## src/rtl/mux_rr_arbiter_if.sv

```systemverilog
// Requester/downstream bundle for mux_rr_arbiter; the lock vector exists only when
// MUX_RR_ARBITER_LOCK_EN is defined.
interface mux_rr_arbiter_if #(
  parameter int N = 9,
  parameter int W = 16
);
  logic [N-1:0]   req;
  logic [N*W-1:0] in_data;
  logic [N-1:0]   ack;
  logic           out_valid;
  logic           out_ready;
  logic [W-1:0]   out_data;
  logic [3:0]     sel;
`ifdef MUX_RR_ARBITER_LOCK_EN
  logic [N-1:0]   lock;

  modport master (output req, in_data, out_ready, lock,
                  input  ack, out_valid, out_data, sel);
  modport slave  (input  req, in_data, out_ready, lock,
                  output ack, out_valid, out_data, sel);
`else
  modport master (output req, in_data, out_ready,
                  input  ack, out_valid, out_data, sel);
  modport slave  (input  req, in_data, out_ready,
                  output ack, out_valid, out_data, sel);
`endif
endinterface

```

## src/rtl/mux_rr_arbiter.sv

```systemverilog
// Round-robin arbiter feeding a registered N:1 data mux, one beat per cycle under load.
// Optional lock feature (extra LOCK state, lock port) enabled by MUX_RR_ARBITER_LOCK_EN.
module mux_rr_arbiter #(
  parameter int N = 9,
  parameter int W = 16
) (
  input  logic             clk,
  input  logic             rst_n,
  mux_rr_arbiter_if.slave  bus
);

  typedef enum logic [1:0] {
    IDLE = 2'd0,
    BUSY = 2'd1
`ifdef MUX_RR_ARBITER_LOCK_EN
    ,
    LOCK = 2'd2
`endif
  } stateType;

  stateType     stateReg, stateNext;
  logic [3:0]   selReg, selNext, selInc;
  logic [3:0]   ptrReg, ptrNext;
  logic [W-1:0] outData, dataNext;
  logic [N-1:0] ackVec;
  logic [4:0]   hit;
  logic         accept, load;

  // Returns {found, index} of the first set bit of vec searching start, start+1, ... wrapping at N.
  function automatic logic [4:0] pick(input logic [N-1:0] vec, input logic [3:0] start);
    logic [N-1:0] rot;
    logic [4:0]   res;
    logic [4:0]   sum;
    rot = N'({vec, vec} >> start);
    res = '0;
    for (int k = N - 1; k >= 0; k--) begin
      if (rot[k]) res = {1'b1, 4'(k)};
    end
    sum = {1'b0, res[3:0]} + {1'b0, start};
    if (sum >= 5'(N)) sum = sum - 5'(N);
    if (res[4]) res = {1'b1, sum[3:0]};
    return res;
  endfunction

  always_comb begin
    stateNext = stateReg;
    selNext   = selReg;
    ptrNext   = ptrReg;
    load      = 1'b0;
    hit       = '0;
    ackVec    = '0;
    accept    = (stateReg == BUSY) && bus.out_ready;
    selInc    = (selReg == 4'(N - 1)) ? 4'd0 : selReg + 4'd1;
    if (accept) ackVec[selReg] = 1'b1;

    case (stateReg)
      IDLE: begin
        hit = pick(bus.req, ptrReg);
        if (hit[4]) begin
          selNext   = hit[3:0];
          load      = 1'b1;
          stateNext = BUSY;
        end
      end
      BUSY: begin
        if (accept) begin
`ifdef MUX_RR_ARBITER_LOCK_EN
          if (bus.lock[selReg]) stateNext = LOCK;
          else
`endif
          begin
            // The accepted requester is masked so it cannot win again on the same edge.
            ptrNext = selInc;
            hit     = pick(bus.req & ~ackVec, selInc);
            if (hit[4]) begin
              selNext = hit[3:0];
              load    = 1'b1;
            end else begin
              stateNext = IDLE;
            end
          end
        end
      end
`ifdef MUX_RR_ARBITER_LOCK_EN
      LOCK: begin
        if (bus.req[selReg]) begin
          load      = 1'b1;
          stateNext = BUSY;
        end
      end
`endif
      default: stateNext = IDLE;
    endcase

    dataNext = '0;
    for (int i = 0; i < N; i++) begin
      if (selNext == 4'(i)) dataNext = bus.in_data[i*W +: W];
    end
  end

  always_ff @(posedge clk or negedge rst_n) begin
    if (!rst_n) begin
      stateReg <= IDLE;
      selReg   <= '0;
      ptrReg   <= '0;
      outData  <= '0;
    end else begin
      stateReg <= stateNext;
      selReg   <= selNext;
      ptrReg   <= ptrNext;
      if (load) outData <= dataNext;
    end
  end

  assign bus.ack       = ackVec;
  assign bus.out_valid = (stateReg == BUSY);
  assign bus.out_data  = outData;
  assign bus.sel       = selReg;

endmodule

```

## src/flat_wrapper.sv

```systemverilog
// flat-port wrapper written by rule: the top's interface ports become plain ports
module mux_rr_arbiter_flat 
#(
  parameter int N = 9,
  parameter int W = 16
)
  (clk, rst_n, bus_req, bus_in_data, bus_out_ready, bus_ack, bus_out_valid, bus_out_data, bus_sel);
  mux_rr_arbiter_if #(.N(N), .W(W)) bus_i ();
  input  logic clk;
  input  logic rst_n;
  input wire logic [$bits(bus_i.req)-1:0] bus_req;
  input wire logic [$bits(bus_i.in_data)-1:0] bus_in_data;
  input wire logic [$bits(bus_i.out_ready)-1:0] bus_out_ready;
  output wire logic [$bits(bus_i.ack)-1:0] bus_ack;
  output wire logic [$bits(bus_i.out_valid)-1:0] bus_out_valid;
  output wire logic [$bits(bus_i.out_data)-1:0] bus_out_data;
  output wire logic [$bits(bus_i.sel)-1:0] bus_sel;
  assign bus_i.req = bus_req;
  assign bus_i.in_data = bus_in_data;
  assign bus_i.out_ready = bus_out_ready;
  assign bus_ack = bus_i.ack;
  assign bus_out_valid = bus_i.out_valid;
  assign bus_out_data = bus_i.out_data;
  assign bus_sel = bus_i.sel;
  mux_rr_arbiter #(.N(N), .W(W)) u_core (.clk(clk), .rst_n(rst_n), .bus(bus_i));
endmodule
```

## config.mk

```make
export PLATFORM = sky130hd
export DESIGN_NAME = mux_rr_arbiter_flat
export DESIGN_NICKNAME = d
export VERILOG_FILES = /design/src/rtl/mux_rr_arbiter_if.sv /design/src/rtl/mux_rr_arbiter.sv /design/src/flat_wrapper.sv
export SDC_FILE = /design/constraint.sdc
export NUM_CORES = 1
export LEC_CHECK = 0
export ABC_CLOCK_PERIOD_IN_PS = 11390
export BUFFER_PORTS_ARGS = -buffer_cell sky130_fd_sc_hd__buf_2
export CAP_MARGIN = 25
export CORE_UTILIZATION = 40
export DETAILED_ROUTE_END_ITERATION = 8
export GPL_TIMING_DRIVEN = 0
export HOLD_SLACK_MARGIN = 0.15
export PLACE_DENSITY = 0.67
export SYNTH_ARGS = -nofsm -noshare
export SYNTH_HDL_FRONTEND = slang
export SYNTH_SLANG_ARGS = --single-unit
```

## constraint.sdc

```tcl
create_clock -name clk -period 11.39 [get_ports clk]
set_clock_uncertainty 0.15 [all_clocks]
set_input_delay 2.278 -clock clk [delete_from_list [all_inputs] [get_ports clk]]
set_output_delay 2.278 -clock clk [all_outputs]
set_load 0.02 [all_outputs]
```

==> results of run 1 <==
cells in the final DEF (no fill, tap or decap), types with 6 or more instances in the layout:
master and instances:
a21o_1 6, o2bb2ai_1 12, o22ai_1 15, nand3_1 15, dfrtp_1 25, o21bai_1 10, nand2b_1 8, a221oi_1 19
nand2_1 24, or3_1 15, nor3_1 27, a211oi_1 14, buf_2 200, clkbuf_1 23, ha_1 16, o221ai_1 10
inv_1 41, mux2_2 9, mux4_2 10, mux2i_1 42, o21ai_0 50, nor4_1 7, a21oi_1 36, and2_1 6
and3_1 7, nor2_1 47
critical path, stage by stage:
cell and delay [ns]:
clkbuf_1 0.33, a21bo_2 0.27, mux2i_1 0.53, a21oi_1 0.15, a2bb2oi_1 0.29, o221a_2 0.27
nor3_1 0.05, a211oi_1 0.29, o21ai_0 0.13, a21oi_1 0.15, a22o_1 0.18, ha_1 0.18
inv_1 0.05, fa_1 0.58, ha_1 0.19, nor4b_1 0.05, o31ai_1 0.50, xnor2_1 0.12
nand3_1 0.13, o2bb2ai_1 0.08, a311o_1 0.28, or3_1 0.39, buf_4 0.20, nand4_1 0.23
clkbuf_1 0.45, nor2_1 0.11, nor4_1 0.31, o22ai_1 0.13
final cells by class:
type | count | share of cell area [%]
Sequential cell | 25 | 10.1
Inverter | 44 | 2.67
Timing Repair Buffer | 182 | 14.7
Clock buffer | 3 | 1.21
Multi-Input combinational cell | 522 | 63.4
Tap cell | 168 | 3.40
Antenna cell | 2 | 0.0810
Clock inverter | 1 | 0.121
Buffer | 53 | 4.27
cells by family (layout without fill, tap and decap cells):
| family | Yosys count | count (layout) |
|---|---|---|
| compound gates | 228 | 228 |
| xor+xnor | 8 | 8 |
| fa+ha+maj | 18 | 18 |
| buf+inv | 97 | 283 |
| flops | 25 | 25 |
| mux | 62 | 62 |
| other cells | 0 | 2 |
| simple gates | 206 | 206 |
worst paths after layout:
path                                        start                     end  cells past startpoint
max in group asynchronous                   rst_n        u_core.ptrReg[2]                      1
min in group asynchronous                   rst_n  u_core.bus.out_data[4]                      1
max                                    bus_req[8]  u_core.bus.out_data[8]                     28
min reg2reg                u_core.bus.out_data[1]  u_core.bus.out_data[1]                      2
max reg2reg                     u_core.bus.sel[0]  u_core.bus.out_data[8]                     32
min                        u_core.bus.out_data[1]  u_core.bus.out_data[1]                      2
flip-flops by register name, summed over array words and instances, names as in the netlist:
signal               flops
u_core.bus.sel           4
u_core.bus.out_data     16
u_core.ptrReg            4
u_core.stateReg          1
routing by layer:
metal | vias up | routed length [µm] | track usage, %
li1 | 2870 | - | -
met3 | 33 | 1340 | 2.44
met2 | 346 | 8770 | 48.4
met1 | 2774 | 7590 | 34.4
met4 | 0 | 460 | 8.77
met5 | - | 0 | 0
through the flow:
stage          instances  worst slack (ns)
5_1_grt             1000              1.93
6_report            1000              2.45
2_1_floorplan        644              3.40
4_1_cts              998              2.62
3_5_place_dp         994              2.34
3_3_place_gp         994              2.27
==> results_dict.tcl, run 1 <==
set metrics [dict create \
    dieArea_um2 12900 \
    synth_xor_area_share_pct 1.41 \
    synth-edff-count 0 \
    worstPathRequired_ns 11.37 \
    max_freq_mhz 112 \
    status "finished clean" \
    hold_class "reg2reg" \
    yosys-top-cells-count "o21ai_0, nor2_1, mux2i_1, inv_1, a21oi_1" \
    finish.instance_area_um2 6180 \
    multi_input_area_um2 3920 \
    hold_viol 0 \
    holdBufCountCts 0 \
    die_h_um 113 \
    synthFlopType "dfrtp_1" \
    num_vias 6023 \
    synthAdderAreaFrac_pct 4.83 \
    grt_antenna_before_repair 2 \
    n_fill_cell 1249 \
    portBuffers 182 \
    vias_per_cell 6.02 \
    htreeDepth 1 \
    core_um2 12100 \
    yosys_warnings 0 \
    wl_per_cell_um 18.2 \
    drt_first_pass_iters 5 \
    crit_path_start_kind "input port" \
    fp.dieW_um 113 \
    grt_max_degree 26 \
    netlist.area_leader.share_pct 12.6 \
    grt.overflow.total 0 \
    slew_viol_final 0 \
    initial_core_util_pct 41.2 \
    ys_async_sr_fraction_pct 100 \
    clkLatencyLatePin_ns 0.26 \
    synth.area.top_cells "dfrtp_1, mux2i_1, o21ai_0" \
    synth-compound-area-share_pct 32.7 \
    clkTransAtPathRegs_ns 0.07 \
    cp_max_fo 10 \
    synth_top_area_cell "dfrtp_1" \
    drt_first_iter_violations 456 \
    drive_above_1_share_pct 31.0 \
    rows 40 \
    r2r_setup_slack_ns 3.39 \
    routed_wl_mm 18.2 \
    synthSimpleGateAreaFrac_pct 24.5 \
    synth.net_count 818 \
    worst_pin_slew_ns 0.893 \
    syn_inst 644 \
    avgSynthCellArea_um2 7.72 \
    whs_ns 0.403 \
    rsz0062_at_grt "no" \
    pin_count 186 \
    max-clock-path-buffers 2 \
    ys_types 92 \
    setup-tns-final_ns 0 \
    fin_util_pct 51.2 \
    worstPathArrival_ns 8.92 \
    seq_area_um2 626 \
    grt.total_usage_pct 27.1 \
    cts_root_buf "clkbuf_16" \
    fin_crit_ns 8.94 \
    yosys.cell_count.top_type "o21ai_0" \
    ant_nets 0 \
    cts_resized 0 \
    relSlewSlack_pct 40.1 \
    syn2layout_area_growth_pct 24.3 \
    maxCapViolCount 0 \
    final_nets 1005 \
    synth_mux_area_share_pct 15.3 \
    grt_pass1_wl_mm 28.3 \
    drcViolationCount 0 \
    gp_congestion 0.974 \
    grt_pass1_vias 5603 \
    syn-cell-area_um2 4970 \
    placed_cell_area_um2 6090 \
    setup_violations 0 \
    cts_tree "yes" \
    postCtsSetupBuffers 0 \
    critPathKind "in2reg" \
    synth_top_family_by_area "compound AO/OA/AOI/OAI gates" \
    cts_buffers 3 \
    cts_sinks 25 \
    fin_crit_sh_pct 78.5 \
    yosysSeqAreaShare_pct 12.6 \
    hpwlAfterDp_mm 14.6 \
    synth-seq-cells 25 \
    endpoint_kind "flop" \
]
Power of run 1 is left out: the tool's default activity adds up to more than one toggle a clock period on the data nets, which glitch-free logic cannot reach.
==> run 2, diff against run 1 <==
- ABC_AREA: not set -> 1
- ABC_CLOCK_PERIOD_IN_PS: 11390 -> 8800
- PLACE_DENSITY: 0.67 -> 0.69
- clock period: 11.39 -> 8.8 ns (I/O delays scaled with it)
==> results_dict.tcl, run 2 <==
set metrics [dict create \
    grt.total_usage_pct 27.3 \
    grt_max_degree 26 \
    synth-seq-cells 25 \
    num_vias 5472 \
    syn-cell-area_um2 4270 \
    core_um2 10300 \
    timing.final.ws_setup_ns 2.34 \
    clkLatencyLatePin_ns 0.27 \
    hpwlAfterDp_mm 12.9 \
    yosys.cell_count.top_type "nand2_1" \
    dpl.cell_count 1080 \
    synth-compound-area-share_pct 10.3 \
    synth_mux_area_share_pct 0.234 \
    rr_startpoint "u_core.bus.sel[0]" \
    initial_core_util_pct 41.4 \
    grt_pass1_vias 5194 \
    yosys-top-cells-count "nand2_1, nand3_1, inv_1, nor2_1, o21ai_0" \
    fp.dieW_um 105 \
    cp_common_cell "nand2_1" \
    critPathMaxStageDelay_ns 0.37 \
    holdBufCountCts 0 \
    r2r_setup_slack_ns 2.92 \
    synthFlopType "dfrtp_1" \
    fin_cells 1089 \
    synth_top_area_cell "nand2_1" \
    synth_top_family_by_area "simple AND/OR/NAND/NOR gates" \
    drt_first_iter_violations 312 \
    cp_max_fo 10 \
    avgSynthCellArea_um2 5.63 \
    hold_viol 0 \
    portBuffers 185 \
    gp_congestion 0.924 \
    critPathSlowestCell "fa_1" \
    dp_slack_ns 2.00 \
    synth.area.top_cells "nand2_1, nand3_1, dfrtp_1" \
    grt.overflow.total 0 \
    cts_buffers 3 \
    worst_pin_slew_ns 0.609 \
    yosysSeqAreaShare_pct 14.6 \
    ant_nets 0 \
    routed_wl_mm 15.0 \
    synth.net_count 933 \
    crit_path_start_kind "input port" \
    relSlewSlack_pct 59.4 \
    pin_count 186 \
    synth-edff-count 0 \
    setup-tns-final_ns 0 \
    drt_first_pass_iters 5 \
    largest_reg_flops 16 \
    final_cell_mix "nand2_1, buf_2, nand3_1" \
    ys_types 39 \
    r2r-end "u_core.bus.out_data[8]" \
    clkTransAtPathRegs_ns 0.09 \
    syn_inst 759 \
    rows 37 \
    postCtsSetupBuffers 0 \
    vias_per_cell 5.02 \
    n_fill_cell 1135 \
    synthAdderAreaFrac_pct 5.62 \
    timing.critical_path.to "u_core.bus.out_data[8]" \
    cts_sinks 25 \
    endpoint_kind "flop" \
    ys_async_sr_fraction_pct 100 \
    hold_class "reg2reg" \
    grt_pass1_wl_mm 24.4 \
    critPathKind "in2reg" \
    layout_commonest_cell "nand2_1" \
    cts_tree "yes" \
    worstRegToRegCells 41 \
    slew_viol_final 0 \
    synth_xor_area_share_pct 1.84 \
    setup_violations 0 \
    drcViolationCount 0 \
    status "finished clean" \
    fin_crit_ns 6.46 \
    drive_above_1_share_pct 27.2 \
    cts_root_buf "clkbuf_8" \
    cts_resized 0 \
    wl_per_cell_um 13.7 \
    fin_crit_sh_pct 73.4 \
    max_freq_mhz 155 \
    syn2layout_area_growth_pct 27.1 \
    crit_start "bus_out_ready" \
    rsz0062_at_grt "no" \
    synthSimpleGateAreaFrac_pct 55.4 \
    yosys_warnings 0 \
    max-clock-path-buffers 2 \
    worstPathArrival_ns 6.48 \
    whs_ns 0.335 \
    htreeDepth 1 \
    worstPathRequired_ns 8.81 \
    dieArea_um2 11100 \
    die_h_um 105 \
    maxCapViolCount 0 \
    grt_antenna_before_repair 5 \
    final_nets 1123 \
    netlist.area_leader.share_pct 21.3 \
]
[run 2: cell types whose count changed in the layout (fill, tap and decap cells not counted), sizes merged, moves of 15 or more]
cell    delta
a221oi    -19
clkbuf    -19
inv       +42
mux2i     -41
nand2    +227
nand3    +142
nor2      +25
nor3      -22
o22ai     -15
or3       -15
[run 2: per-layer routing]
metal  share of wire, %  track usage (%)  wire, µm
met1                 41             32.0      6110
met2                 50             50.4      7490
met3                6.1             4.33       906
met4                3.0             8.95       456
met5                  0                0         0
[run 2: area by class of cell]
cell class	count	area (µm²)	area share (%)
clock buffers	3	41.3	0.760
flip-flops and latches	25	626	11.5
repair buffers	185	926	17.0
inverters	87	327	6.01
diodes	5	12.5	0.230
plain buffers	29	188	3.46
well taps	136	170	3.13
clock inverters	1	7.51	0.138
multi-input cells	618	3130	57.7
[run 2: worst min-delay path by stage]
stage	start	endpoint	slack, ns	cells past startpoint
final	u_core.bus.out_data[6]	u_core.bus.out_data[6]	0.33	2
after floorplan	u_core.bus.out_data[0]	u_core.bus.out_data[0]	0.44	2
after CTS	u_core.bus.out_data[12]	u_core.bus.out_data[12]	0.34	2
after detailed placement	u_core.bus.out_data[12]	u_core.bus.out_data[12]	0.31	2
after global routing	u_core.bus.out_data[10]	u_core.bus.out_data[10]	0.37	2
after global placement	u_core.bus.out_data[12]	u_core.bus.out_data[12]	0.31	2
[run 2: metrics by stage]
| stage | instance area, µm² | util (%) |
|---|---|---|
| finish | 5430 | 52.6 |
| global route | 5430 | 52.6 |
| CTS | 5420 | 52.5 |
| detailed placement | 5370 | 52.0 |
| global placement | 5370 | 52.0 |
| floorplan | 4270 | - |
[run 2: worst max-delay path, delay by kind of cell]
family	cells	cell delay, ns
buf+inv	7	0.72
compound gates	2	0.33
fa+ha+maj	2	0.57
xor+xnor	1	0.14
simple gates	28	2.94
[run 2: cell families after synthesis]
group / Yosys count
muxes: 1
DFF: 25
adders and majority gates: 18
and+or+nand+nor: 510
buffers and inverters: 116
xor gates and xnor gates: 9
AOI/OAI and AO/OA: 80
Power of run 2 is left out for the same reason.
==> run 3, diff against run 2 <==
- ABC_AREA: 1 -> 0
- ABC_CLOCK_PERIOD_IN_PS: 8800 -> 6350
- PLACE_DENSITY: 0.69 -> 0.67
- clock period: 8.8 -> 6.35 ns (I/O delays scaled with it)
==> results_dict.tcl, run 3 (same netlist as run 1, synthesis figures left out) <==
set metrics [dict create \
    clkTransAtPathRegs_ns 0.07 \
    vias_per_cell 6.16 \
    rr_startpoint "u_core.bus.sel[1]" \
    hold_viol 0 \
    dieArea_um2 12900 \
    endpoint_kind "flop" \
    cts_buffers 3 \
    worstPathArrival_ns 6.93 \
    timing.final.ws_setup_ns -0.588 \
    fin_crit_sh_pct 109 \
    drt_first_iter_violations 484 \
    final_nets 1024 \
    fp.dieW_um 113 \
    finish.instance_area_um2 6870 \
    cts_sinks 25 \
    grt.overflow.total 0 \
    max-clock-path-buffers 2 \
    grt_max_degree 26 \
    slew_viol_final 0 \
    core_um2 12100 \
    final_cell_mix "buf_2, nor2_1, o21ai_0" \
    setup_violations 16 \
    clkLatencyLatePin_ns 0.27 \
    wl_per_cell_um 19.8 \
    violations "setup timing" \
    cts_root_buf "clkbuf_16" \
    ant_nets 0 \
    layout_commonest_cell "buf_2" \
    initial_core_util_pct 41.2 \
    hold_class "reg2reg" \
    status "finished, violations left" \
    hpwlAfterDp_mm 15.9 \
    grt_pass1_vias 6102 \
    cp_max_fo 7 \
    rsz0062_at_grt "yes" \
    pin_count 186 \
    cts_tree "yes" \
    drt_first_pass_iters 5 \
    placed_cell_area_um2 6240 \
    die_h_um 113 \
    rows 40 \
    critPathKind "in2reg" \
    syn2layout_area_growth_pct 38.2 \
    portBuffers 182 \
    htreeDepth 1 \
    maxCapViolCount 0 \
    min-delay-start "u_core.bus.out_data[12]" \
    routed_wl_mm 20.2 \
    grt.total_usage_pct 30.9 \
    relSlewSlack_pct 39.7 \
    worstPathRequired_ns 6.34 \
    crit_start "bus_out_ready" \
    grt_pass1_wl_mm 31.5 \
    num_vias 6268 \
    largest_reg_flops 16 \
    multi_input_area_um2 4340 \
    fin_crit_ns 6.94 \
    crit_path_start_kind "input port" \
    drive_above_1_share_pct 40.9 \
    max_freq_mhz 144 \
    grt_antenna_before_repair 1 \
    antennaDiodeCount 0 \
    worst_pin_slew_ns 0.898 \
    gp_congestion 0.967 \
    seq_area_um2 628 \
    n_fill_cell 1134 \
    drcViolationCount 0 \
]
run 3: final timing paths:
path | endpoint | cells past startpoint | slack, ns
min reg2reg | u_core.bus.out_data[12] | 2 | 0.40
max in group asynchronous | u_core.bus.sel[1] | 1 | 4.74
min | u_core.bus.out_data[12] | 2 | 0.40
max | u_core.bus.out_data[6] | 28 | -0.59
min in group asynchronous | u_core.bus.out_data[13] | 1 | 0.87
max reg2reg | u_core.bus.out_data[6] | 31 | -0.51
run 3: cell type report:
cell class                 instances  area share (%)
clock inverter                     1           0.127
buffer                            53            5.41
timing repair buffer             201            15.5
clock buffer                       3            1.09
tap                              168            3.06
multi-input combinational        522            63.2
inverter                          44            2.48
sequential                        25            9.14
run 3: critical path, stage by stage:
cell and delay, ns:
buf_12 0.12, and4b_2 0.26, a2111oi_4 0.44, a21oi_2 0.09, a21oi_1 0.15, nor2_1 0.06
o211a_1 0.25, nor3_2 0.21, a211oi_2 0.06, o21ai_1 0.18, a21oi_1 0.09, a22o_1 0.26
ha_2 0.20, inv_2 0.05, fa_2 0.46, buf_4 0.17, nor4b_4 0.12, o31ai_2 0.30
xnor2_1 0.12, nand3_1 0.11, o2bb2ai_1 0.08, a311o_1 0.30, or3_4 0.39, or4_4 0.58
buf_8 0.16, or3_1 0.31, o21ai_1 0.09, a21oi_1 0.06
run 3: layer usage:
metal | GRT usage, % | part of all wire (%) | up-vias
met5 | 0 | 0 | -
met4 | 11.1 | 3.1 | 0
met3 | 3.24 | 7.3 | 47
met2 | 56.3 | 51 | 324
met1 | 37.4 | 39 | 2981
li1 | - | - | 2916
run 3: what timing repair did:
action | in CTS | in global routing
buffers inserted | 9 | 10
setup endpoints to repair | 18 | 18
hold buffers | 0 | 0
gates resized for setup | 53 | 50
pin swaps | 20 | 16
run 3: through the flow:
| step | util, % | hold WS [ns] | std cells | setup slack, ns | setup TNS, ns |
|---|---|---|---|---|---|
| after floorplan | - | 0.508 | 644 | -0.344 | -4.42 |
| after global placement | 51.7 | 0.387 | 994 | -1.69 | -24.19 |
| after detailed placement | 51.7 | 0.386 | 994 | -1.66 | -24.40 |
| after CTS | 54.9 | 0.405 | 1007 | -0.569 | -8.33 |
| after global routing | 57.0 | 0.459 | 1017 | -0.804 | -12.00 |
| final | 57.0 | 0.403 | 1017 | -0.588 | -8.31 |
Power of run 3 is left out for the same reason.
